**src/rtl/rv32im_writeback_if.sv**
```systemverilog
// Result bus between the execution units and the writeback stage.
// Fields keep the writeback-side _i/_o naming so the slave modport reads
// like the block's own port list.
interface rv32im_writeback_if #(
  parameter int XLEN     = 32,
  parameter int REG_BITS = 5
);
  logic                alu_valid_i;
  logic [REG_BITS-1:0] alu_rd_i;
  logic [XLEN-1:0]     alu_data_i;
  logic                load_valid_i;
  logic [REG_BITS-1:0] load_rd_i;
  logic [XLEN-1:0]     load_word_i;
  logic [2:0]          load_funct3_i;
  logic [1:0]          load_offset_i;
  logic                md_valid_i;
  logic [REG_BITS-1:0] md_rd_i;
  logic [XLEN-1:0]     md_data_i;
  logic                md_ready_o;
  logic                stall_o;
  logic                reg_write_o;
  logic [REG_BITS-1:0] reg_addr_o;
  logic [XLEN-1:0]     reg_data_o;

  // Execution units / register file side
  modport master (
    output alu_valid_i, alu_rd_i, alu_data_i,
           load_valid_i, load_rd_i, load_word_i, load_funct3_i, load_offset_i,
           md_valid_i, md_rd_i, md_data_i,
    input  md_ready_o, stall_o, reg_write_o, reg_addr_o, reg_data_o
  );

  // Writeback stage side
  modport slave (
    input  alu_valid_i, alu_rd_i, alu_data_i,
           load_valid_i, load_rd_i, load_word_i, load_funct3_i, load_offset_i,
           md_valid_i, md_rd_i, md_data_i,
    output md_ready_o, stall_o, reg_write_o, reg_addr_o, reg_data_o
  );
endinterface

```
**src/rtl/rv32im_writeback.sv**
```systemverilog
// rv32im writeback stage: load formatting, result arbitration with a
// one-entry holding register, registered register-file write port and an
// optional register busy scoreboard.
// Optional feature: define RV32IM_WB_SCOREBOARD_EN to build the scoreboard;
// without it the busy_* outputs are tied low and issue_i is ignored.
module rv32im_writeback #(
  parameter int XLEN     = 32,
  parameter int REG_BITS = 5
) (
  input  logic                clk_i,
  input  logic                rst_ni,
  rv32im_writeback_if.slave   wb,
  input  logic                issue_i,
  input  logic [REG_BITS-1:0] issue_rd_i,
  input  logic [REG_BITS-1:0] rs1_addr_i,
  input  logic [REG_BITS-1:0] rs2_addr_i,
  output logic                busy_rs1_o,
  output logic                busy_rs2_o,
  output logic                busy_rd_o
);
  localparam int NREGS = 1 << REG_BITS;

  logic [XLEN-1:0]     ld_shift;
  logic [XLEN-1:0]     ld_data;

  logic                hold_vld_q, hold_vld_d;
  logic [REG_BITS-1:0] hold_rd_q, hold_rd_d;
  logic [XLEN-1:0]     hold_data_q, hold_data_d;

  logic                commit;
  logic [REG_BITS-1:0] commit_rd;
  logic [XLEN-1:0]     commit_data;
  logic                md_take;

  logic                wr_q;
  logic [REG_BITS-1:0] addr_q;
  logic [XLEN-1:0]     data_q;

  // Load formatting: bring the addressed byte/half to bit 0, then extend
  always_comb begin
    ld_shift = wb.load_word_i >> {wb.load_offset_i, 3'b000};
    case (wb.load_funct3_i)
      3'b000:  ld_data = {{(XLEN-8){ld_shift[7]}}, ld_shift[7:0]};
      3'b001:  ld_data = {{(XLEN-16){ld_shift[15]}}, ld_shift[15:0]};
      3'b010:  ld_data = ld_shift;
      3'b100:  ld_data = {{(XLEN-8){1'b0}}, ld_shift[7:0]};
      3'b101:  ld_data = {{(XLEN-16){1'b0}}, ld_shift[15:0]};
      default: ld_data = '0;  // unknown load type still commits, as zero
    endcase
  end

  // Arbitration: hold > load > ALU > mul/div. A held entry drops any
  // load/ALU presented alongside it (upstream should have seen stall_o).
  always_comb begin
    commit      = 1'b0;
    commit_rd   = '0;
    commit_data = '0;
    md_take     = 1'b0;
    hold_vld_d  = hold_vld_q;
    hold_rd_d   = hold_rd_q;
    hold_data_d = hold_data_q;
    if (hold_vld_q) begin
      commit      = 1'b1;
      commit_rd   = hold_rd_q;
      commit_data = hold_data_q;
      hold_vld_d  = 1'b0;
    end else if (wb.load_valid_i) begin
      commit      = 1'b1;
      commit_rd   = wb.load_rd_i;
      commit_data = ld_data;
      if (wb.alu_valid_i) begin
        hold_vld_d  = 1'b1;
        hold_rd_d   = wb.alu_rd_i;
        hold_data_d = wb.alu_data_i;
      end
    end else if (wb.alu_valid_i) begin
      commit      = 1'b1;
      commit_rd   = wb.alu_rd_i;
      commit_data = wb.alu_data_i;
    end else if (wb.md_valid_i) begin
      commit      = 1'b1;
      commit_rd   = wb.md_rd_i;
      commit_data = wb.md_data_i;
      md_take     = 1'b1;
    end
  end

  assign wb.md_ready_o = md_take;
  assign wb.stall_o    = hold_vld_q;

  // Holding register for the ALU result displaced by a load
  always_ff @(posedge clk_i or negedge rst_ni) begin
    if (!rst_ni) begin
      hold_vld_q  <= 1'b0;
      hold_rd_q   <= '0;
      hold_data_q <= '0;
    end else begin
      hold_vld_q  <= hold_vld_d;
      hold_rd_q   <= hold_rd_d;
      hold_data_q <= hold_data_d;
    end
  end

  // Registered write port; x0 results are consumed without a write strobe
  always_ff @(posedge clk_i or negedge rst_ni) begin
    if (!rst_ni) begin
      wr_q   <= 1'b0;
      addr_q <= '0;
      data_q <= '0;
    end else begin
      wr_q <= commit && (commit_rd != '0);
      if (commit) begin
        addr_q <= commit_rd;
        data_q <= commit_data;
      end
    end
  end

  assign wb.reg_write_o = wr_q;
  assign wb.reg_addr_o  = addr_q;
  assign wb.reg_data_o  = data_q;

`ifdef RV32IM_WB_SCOREBOARD_EN
  logic [NREGS-1:0] busy_q, busy_d, set_vec, clr_vec;

  // Busy bits: cleared by the write currently on the port, set by issue;
  // set wins so a re-issue on the clearing edge stays busy
  always_comb begin
    set_vec = '0;
    clr_vec = '0;
    if (issue_i && (issue_rd_i != '0)) set_vec[issue_rd_i] = 1'b1;
    if (wr_q) clr_vec[addr_q] = 1'b1;
    busy_d    = (busy_q & ~clr_vec) | set_vec;
    busy_d[0] = 1'b0;
  end

  // Scoreboard state
  always_ff @(posedge clk_i or negedge rst_ni) begin
    if (!rst_ni) busy_q <= '0;
    else         busy_q <= busy_d;
  end

  assign busy_rs1_o = busy_q[rs1_addr_i];
  assign busy_rs2_o = busy_q[rs2_addr_i];
  assign busy_rd_o  = busy_q[issue_rd_i];
`else
  logic unused_sb;
  assign unused_sb  = ^{issue_i, issue_rd_i, rs1_addr_i, rs2_addr_i, NREGS[0]};
  assign busy_rs1_o = 1'b0;
  assign busy_rs2_o = 1'b0;
  assign busy_rd_o  = 1'b0;
`endif
endmodule

```
**src/flat_wrapper.sv**
```systemverilog
// flat-port wrapper written by rule: the top's interface ports become plain ports
module rv32im_writeback_flat 
#(
  parameter int XLEN     = 32,
  parameter int REG_BITS = 5
)
  (clk_i, rst_ni, issue_i, issue_rd_i, rs1_addr_i, rs2_addr_i, busy_rs1_o, busy_rs2_o, busy_rd_o, wb_alu_valid_i, wb_alu_rd_i, wb_alu_data_i, wb_load_valid_i, wb_load_rd_i, wb_load_word_i, wb_load_funct3_i, wb_load_offset_i, wb_md_valid_i, wb_md_rd_i, wb_md_data_i, wb_md_ready_o, wb_stall_o, wb_reg_write_o, wb_reg_addr_o, wb_reg_data_o);
  rv32im_writeback_if #(.XLEN(XLEN), .REG_BITS(REG_BITS)) wb_i ();
  input  logic clk_i;
  input  logic rst_ni;
  input  logic issue_i;
  input  logic [REG_BITS-1:0] issue_rd_i;
  input  logic [REG_BITS-1:0] rs1_addr_i;
  input  logic [REG_BITS-1:0] rs2_addr_i;
  output logic busy_rs1_o;
  output logic busy_rs2_o;
  output logic busy_rd_o;
  input wire logic [$bits(wb_i.alu_valid_i)-1:0] wb_alu_valid_i;
  input wire logic [$bits(wb_i.alu_rd_i)-1:0] wb_alu_rd_i;
  input wire logic [$bits(wb_i.alu_data_i)-1:0] wb_alu_data_i;
  input wire logic [$bits(wb_i.load_valid_i)-1:0] wb_load_valid_i;
  input wire logic [$bits(wb_i.load_rd_i)-1:0] wb_load_rd_i;
  input wire logic [$bits(wb_i.load_word_i)-1:0] wb_load_word_i;
  input wire logic [$bits(wb_i.load_funct3_i)-1:0] wb_load_funct3_i;
  input wire logic [$bits(wb_i.load_offset_i)-1:0] wb_load_offset_i;
  input wire logic [$bits(wb_i.md_valid_i)-1:0] wb_md_valid_i;
  input wire logic [$bits(wb_i.md_rd_i)-1:0] wb_md_rd_i;
  input wire logic [$bits(wb_i.md_data_i)-1:0] wb_md_data_i;
  output wire logic [$bits(wb_i.md_ready_o)-1:0] wb_md_ready_o;
  output wire logic [$bits(wb_i.stall_o)-1:0] wb_stall_o;
  output wire logic [$bits(wb_i.reg_write_o)-1:0] wb_reg_write_o;
  output wire logic [$bits(wb_i.reg_addr_o)-1:0] wb_reg_addr_o;
  output wire logic [$bits(wb_i.reg_data_o)-1:0] wb_reg_data_o;
  assign wb_i.alu_valid_i = wb_alu_valid_i;
  assign wb_i.alu_rd_i = wb_alu_rd_i;
  assign wb_i.alu_data_i = wb_alu_data_i;
  assign wb_i.load_valid_i = wb_load_valid_i;
  assign wb_i.load_rd_i = wb_load_rd_i;
  assign wb_i.load_word_i = wb_load_word_i;
  assign wb_i.load_funct3_i = wb_load_funct3_i;
  assign wb_i.load_offset_i = wb_load_offset_i;
  assign wb_i.md_valid_i = wb_md_valid_i;
  assign wb_i.md_rd_i = wb_md_rd_i;
  assign wb_i.md_data_i = wb_md_data_i;
  assign wb_md_ready_o = wb_i.md_ready_o;
  assign wb_stall_o = wb_i.stall_o;
  assign wb_reg_write_o = wb_i.reg_write_o;
  assign wb_reg_addr_o = wb_i.reg_addr_o;
  assign wb_reg_data_o = wb_i.reg_data_o;
  rv32im_writeback #(.XLEN(XLEN), .REG_BITS(REG_BITS)) u_core (.clk_i(clk_i), .rst_ni(rst_ni), .wb(wb_i), .issue_i(issue_i), .issue_rd_i(issue_rd_i), .rs1_addr_i(rs1_addr_i), .rs2_addr_i(rs2_addr_i), .busy_rs1_o(busy_rs1_o), .busy_rs2_o(busy_rs2_o), .busy_rd_o(busy_rd_o));
endmodule
```
**config.mk**
```make
export PLATFORM = sky130hd
export DESIGN_NAME = rv32im_writeback_flat
export DESIGN_NICKNAME = d
export VERILOG_FILES = /design/src/rtl/rv32im_writeback_if.sv /design/src/rtl/rv32im_writeback.sv /design/src/flat_wrapper.sv
export SDC_FILE = /design/constraint.sdc
export NUM_CORES = 1
export LEC_CHECK = 0
export ABC_AREA = 1
export CAP_MARGIN = 10
export CORE_ASPECT_RATIO = 1.4
export CORE_MARGIN = 4
export CORE_UTILIZATION = 48
export DETAILED_ROUTE_END_ITERATION = 6
export PLACE_DENSITY_LB_ADDON = 0.25
export SLEW_MARGIN = 0
export SYNTH_ARGS = -nofsm -noshare
export SYNTH_HDL_FRONTEND = slang
export SYNTH_SLANG_ARGS = --single-unit
export TNS_END_PERCENT = 100
```
**constraint.sdc**
```tcl
create_clock -name clk_i -period 4.1 [get_ports clk_i]
set_input_delay 0.615 -clock clk_i [delete_from_list [all_inputs] [get_ports clk_i]]
set_output_delay 0.615 -clock clk_i [all_outputs]
set_load 0.005 [all_outputs]
```
After elaboration in Yosys (flattened, before gate mapping). Index checks and enable logic that the tools add are counted.

Flip-flop bits (word level): 76. Input port bits: 137. Output and inout port bits: 43. Word-level logic and storage cells: 35.

Equality and inequality tests: 4. Shift operators: 1. Muxes and demuxes: 19. Bitwise gates (word level): 1. Reductions and logical operators: 4.

Operators by type and width (number): $pmux W32 S5 (1); $mux W32 (4); $shr A32 B5 Y32 (1); $mux W5 (4); $mux W1 (10); $eq A3 B3 Y1 const B (2); $reduce_bool A5 Y1 (1); $eq A3 B1 Y1 const B (1); $eq A3 B2 Y1 const B (1); $logic_not A3 Y1 (1); $reduce_and A3 Y1 (1); $logic_and A1 B1 Y1 (1); $not A1 Y1 (1).

Depth between registers and ports, before layout. Gate-level depths: netlist of run 1.

Depth in word-level cells: 6. Gate-level depth with buffers: 13. Gate-level depth less buffers: 10.

Worst setup path after synthesis of run 1. No wires, ideal clock.

Kind: input port to output port. From: input port wb_alu_valid_i. To: output port wb_md_ready_o. Data arrival time: 1.201 ns. Required time: 3.485 ns. Path slack: 2.284 ns. Stages on the path: 3. Buffers on the path: 2. Path through: buf_2 nor3_4 buf_6.

Longest elaborated chain between the ends: 3.

RTL lines: from (decl) (line flat_wrapper.sv:18) `input wire logic [$bits(wb_i.alu_valid_i)-1:0] wb_alu_valid_i;`; $mux W1 (line rv32im_writeback.sv:76) `end else if (wb.alu_valid_i) begin`; $mux W1 (line rv32im_writeback.sv:67) `end else if (wb.load_valid_i) begin`; $mux W1 (line rv32im_writeback.sv:62) `if (hold_vld_q) begin`; to (decl) (line flat_wrapper.sv:29) `output wire logic [$bits(wb_i.md_ready_o)-1:0] wb_md_ready_o;`.

Every way passes these cells.

Final worst setup path of run 1.
From: input port wb_load_valid_i. To: output port wb_md_ready_o.

Longest elaborated chain between the ends: 2.

RTL lines: from (decl) (line flat_wrapper.sv:21) `input wire logic [$bits(wb_i.load_valid_i)-1:0] wb_load_valid_i;`; $mux W1 (line rv32im_writeback.sv:67); $mux W1 (line rv32im_writeback.sv:62).

Every way passes these cells.

==> impl_metrics.toml, run 1 <==
[clock_tree]
post-cts-setup-buffer-count = 0
cts_root_buf = "clkbuf_16"
post_cts_resized = 0
hold_buffers = 0
cts.sinks = 76
cts_tree = "done"
cts_made_buffers = 9
clk_path_buf_depth = 2
worstSkewPairLatency_ns = 0.34
htree_levels = 3
path_clk_slew_ns = 0.06

[setup_path]
rr_worst_depth = 6
worst_r2r_endpoint = "u_core.wb.reg_data_o[3]"
r2r-start = "u_core.wb.stall_o"
start_kind = "input port"
r2r_slack_ns = 1.97
path_max_fanout = 16
cp-end-kind = "primary output"
critPathArrivalTime_ns = 2.13
criticalPathCategory = "input port to primary output"
crit_start = "wb_load_valid_i"
critPathCapture = "wb_md_ready_o"
critPathRequiredTime_ns = 3.48

[global_routing]
grt_max_degree = 77
first_global_vias = 5046
grtUsageTotal_pct = 26.2
antenna_found_initial = 0
grt_pass1_wl_mm = 24.3
overflow = 0

[pwr]
power.leakage_nw = 3.24
p_switching_mw = 0.680
power.density_mw_per_mm2 = 349
sw_frac_of_total_pct = 29.5
comb_power_share_pct = 24.5
pwr-share-seq_pct = 39.7
max-vdd-ir-drop_uv = 240
clkPwrFrac_pct = 35.9
internal-power_mw = 1.63

[place]
dp_cells = 974
numPortBuffers = 160
place.detailed.hpwl_mm = 10.8
dpl_cell_area_mm2 = 0.00630
place_congestion = 0.915

[timing]
tightest_slew_ns = 0.997
hold_viol = 0
max_freq_mhz = 364
rsz0062_at_grt = "false"
setup_tns_ns = 0
drv_slew = 0
relSlewSlack_pct = 33.6
setup_violations = 0
fin_crit_sh_pct = 67.0
min_period_ns = 2.75
clock_skew_ns = 0.00567

[finish]
final_cell_mix = "339 x nand2_1, 159 x clkdlybuf4s50_1, 75 x dfrtp_1"
layout_commonest_cell = "nand2_1"
nets = 990
stdcell_area_mm2 = 0.00661
final-instance-count-excl-fill = 990
utilization_pct = 69.5
antenna_cells = 0
drive_gt1_share_pct = 4.78
syn2layout_area_growth_pct = 40.8

[routing]
drt_first_pass_iters = 5
drt_wl_total_mm = 15.1
dr.first_iter.drc_count = 317
antenna_left = 0
via_per_inst = 5.23
avgRoutedWirePerCell_um = 15.2
via_count = 5177
drc_errors = 0

[floorplan]
dieArea_mm2 = 0.0114
core_area_mm2 = 0.00951
fp.dieW_um = 91.6
initial_core_util_pct = 49.4
placement_rows = 42
fp.dieH_um = 125
io_pins = 180

[run]
drv_cap = 0

[yosys]
synth-seq-cells = 76
syn_area_per_cell_um2 = 6.56
syn-cell-area_mm2 = 0.00469
ys_types = 27
yosysSeqAreaShare_pct = 40.5
synth_cells = 716
ys_warn_count = 0

[min_path]
holdCritPathClass = "input port to asynchronous set/reset pin"

[run_status]
status = "completed"
==> power by group through the flow <==
stage | registers [mW] | clock network [mW] | logic, mW
4_1_cts | 0.914 | 0.836 | 0.570
3_3_place_gp | 0.922 | 0 | 0.553
5_1_grt | 0.926 | 0.871 | 0.628
2_1_floorplan | 0.917 | 0 | 0.256
6_report | 0.915 | 0.827 | 0.565
3_5_place_dp | 0.926 | 0 | 0.564
==> per-stage QoR <==
step	worst slack, ns	power (mW)	hold slack, ns
after floorplan	2.28	1.17	0.319
after global placement	1.15	1.47	0.453
after detailed placement	1.11	1.49	0.459
after CTS	1.34	2.32	0.462
after global routing	1.19	2.43	0.490
final	1.35	2.31	0.410
==> logic make-up after synthesis <==
group                  share of synthesized area, %
AND/OR/NAND/NOR                                38.5
AO/OA/AOI/OAI                                  12.0
buffers and inverters                          8.95
flip-flops                                     40.5
other                                        0.0799
==> how the worst min path moves through the flow <==
| stage | slack, ns | cells after the start | startpoint | endpoint |
|---|---|---|---|---|
| floorplan | 0.32 | 0 | rst_ni | u_core.hold_data_q[0] |
| global placement | 0.45 | 2 | u_core.hold_data_q[7] | u_core.hold_data_q[7] |
| detailed placement | 0.46 | 2 | u_core.hold_data_q[1] | u_core.hold_data_q[1] |
| CTS | 0.46 | 1 | rst_ni | u_core.hold_data_q[19] |
| global route | 0.49 | 1 | rst_ni | u_core.hold_data_q[19] |
| finish | 0.41 | 1 | rst_ni | u_core.hold_data_q[19] |
==> metal layers <==
metal | share of wire, % | global-route usage [%] | vias up
met1 | 39 | 31.6 | 2389
met2 | 51 | 45.3 | 219
met4 | 2.5 | 9.15 | 0
li1 | - | - | 2538
met3 | 7.5 | 6.43 | 31
met5 | 0 | 0 | -
==> synth_stat cells (all sizes together) <==
| library cell | instances | area share (%) |
|---|---|---|
| a21oi | 46 | 4.9 |
| a22o | 1 | 0.19 |
| a22oi | 1 | 0.16 |
| a31oi | 5 | 0.67 |
| buf | 32 | 4.3 |
| clkbuf | 15 | 1.2 |
| conb | 1 | 0.080 |
| dfrtp | 76 | 41 |
| inv | 43 | 3.4 |
| nand2 | 341 | 27 |
| nand3 | 62 | 6.6 |
| nand4 | 1 | 0.13 |
| nor2 | 38 | 3.3 |
| nor3 | 3 | 0.80 |
| o211ai | 14 | 2.2 |
| o21ai | 36 | 3.8 |
| or2 | 1 | 0.13 |
==> critical path: stages <==
cell             delay, ns
clkdlybuf4s50_1       0.47
nor2_4                0.12
inv_2                 0.05
nor3_4                0.09
buf_4                 0.24
clkdlybuf4s50_1       0.54
==> final cells by class <==
cell class | instances | area [um^2]
multi-input combinational | 552 | 2380
inverter | 43 | 161
tap | 132 | 165
sequential | 76 | 1900
clock buffer | 9 | 225
clock inverter | 7 | 82.6
fill | 829 | 2900
timing repair buffer | 171 | 1690
==> registers in the layout (all words and copies together) (netlist names) <==
name and flops:
u_core.wb.stall_o 1, u_core.wb.reg_addr_o 5, u_core.hold_data_q 32, u_core.wb.reg_data_o 32, u_core.hold_rd_q 5, u_core.wb.reg_write_o 1
No activity file was read; power rests on OpenSTA's default activity.
==> run 2: changes to the inputs <==
--- a/config.mk
+++ b/config.mk
@@ -9,7 +9,7 @@
 export CAP_MARGIN = 10
 export CORE_ASPECT_RATIO = 1.4
 export CORE_MARGIN = 4
-export CORE_UTILIZATION = 48
+export CORE_UTILIZATION = 40
 export DETAILED_ROUTE_END_ITERATION = 6
 export PLACE_DENSITY_LB_ADDON = 0.25
 export SLEW_MARGIN = 0
==> constraint.sdc (replaced) <==
create_clock -name clk_i -period 2.4 [get_ports clk_i]
set_input_delay 0.36 -clock clk_i [delete_from_list [all_inputs] [get_ports clk_i]]
set_output_delay 0.36 -clock clk_i [all_outputs]
set_load 0.005 [all_outputs]
==> run 2 against run 1 <==
Combinational power up 77%. Clock power up 61%. Cell count up 2.7%. Sequential power up 69%.
==> impl_metrics.toml, run 2 (synthesis gave the netlist of run 1 again) <==
[run_status]
status = "completed"

[pwr]
clkPwrFrac_pct = 34.2
pwr-share-seq_pct = 40.0
fin_total_pwr_mw = 3.88
power.leakage_nw = 3.31
max-vdd-ir-drop_uv = 344
power.density_mw_per_mm2 = 575
internal-power_mw = 2.78
comb_power_share_pct = 25.7
sw_frac_of_total_pct = 28.4
p_switching_mw = 1.10

[global_routing]
grtUsageTotal_pct = 23.7
grt_pass1_wl_mm = 25.3
overflow = 0
first_global_vias = 5191
grt_max_degree = 47
antenna_found_initial = 0

[finish]
nets = 1006
stdcell_area_mm2 = 0.00675
drive_gt1_share_pct = 6.19
utilization_pct = 59.2
antenna_cells = 0
final_cell_mix = "339 x nand2_1, 159 x clkdlybuf4s50_1, 75 x dfrtp_1"
syn2layout_area_growth_pct = 43.7
final-instance-count-excl-fill = 1017
layout_commonest_cell = "nand2_1"

[routing]
dr.first_iter.drc_count = 334
via_per_inst = 5.10
avgRoutedWirePerCell_um = 15.5
drt_wl_total_mm = 15.8
antenna_left = 0
drt_first_pass_iters = 5
via_count = 5190
drc_errors = 0

[clock_tree]
path_clk_slew_ns = 0.06
cts.sinks = 76
cts_made_buffers = 9
clk_path_buf_depth = 2
cts_root_buf = "clkbuf_16"
post_cts_resized = 0
htree_levels = 3
worstSkewPairLatency_ns = 0.34
hold_buffers = 0
post-cts-setup-buffer-count = 0
cts_tree = "done"

[setup_path]
r2r-start = "u_core.wb.stall_o"
criticalPathCategory = "input port to primary output"
critPathRequiredTime_ns = 2.04
critPathArrivalTime_ns = 1.73
path_max_fanout = 4
crit_start = "wb_load_valid_i"
start_kind = "input port"
cp-end-kind = "primary output"

[timing]
tightest_slew_ns = 0.624
max_freq_mhz = 479
setup_violations = 0
setup_slack_ns = 0.311
rsz0062_at_grt = "false"
relSlewSlack_pct = 58.4
setup_tns_ns = 0
drv_slew = 0
holdWs_ns = 0.0388
clock_skew_ns = 0.00718
fin_crit_sh_pct = 87.0
hold_viol = 0
min_period_ns = 2.09

[place]
numPortBuffers = 160
place_congestion = 0.879
dp_cells = 1002
place_ws_ns = 0.205
place.detailed.hpwl_mm = 11.9
dpl_cell_area_mm2 = 0.00646

[run]
drv_cap = 0

[min_path]
holdCritPathClass = "input port to asynchronous set/reset pin"

[floorplan]
initial_core_util_pct = 41.2
io_pins = 180
fp.dieH_um = 136
placement_rows = 46
core_area_mm2 = 0.0114
fp.dieW_um = 99.6
dieArea_mm2 = 0.0136
## run 2: cell type report
| cell class | count | area, um^2 |
|---|---|---|
| Timing Repair Buffer | 187 | 1840 |
| Clock inverter | 4 | 51.3 |
| Sequential cell | 76 | 1900 |
| Tap cell | 144 | 180 |
| Fill cell | 1065 | 4650 |
| Multi-Input combinational cell | 552 | 2380 |
| Inverter | 43 | 161 |
| Clock buffer | 11 | 233 |
## run 2: critical path, stage by stage
cell and delay, ns:
clkdlybuf4s50_1 0.47, nor2_4 0.15, inv_2 0.06, nor3_4 0.15, clkdlybuf4s50_1 0.53
## run 2: metal layers
metal	track usage, %	routed length (um)
met2	42.3	8070
met5	0	0
met3	4.47	1090
met1	27.8	6180
met4	9.34	433
## run 2: path summary, 6_finish.rpt
kind / to / slack, ns / cells after the start
worst max-delay path: wb_md_ready_o / 0.31 / 5
worst min-delay path: u_core.hold_data_q[19] / 0.04 / 1
worst max register to register: u_core.wb.reg_data_o[2] / 0.86 / 6
worst min register to register: u_core.hold_data_q[0] / 0.48 / 2
max in group asynchronous: u_core.wb.stall_o / 1.74 / 2
min in group clk_i: u_core.hold_data_q[0] / 0.48 / 2
## run 2: power groups by stage
stage               clock network [mW]  registers [mW]  logic, mW
floorplan                            0            1.57      0.438
global placement                     0            1.57      0.986
detailed placement                   0            1.57       1.00
CTS                               1.35            1.55       1.01
global route                      1.40            1.57       1.11
finish                            1.33            1.55      0.998
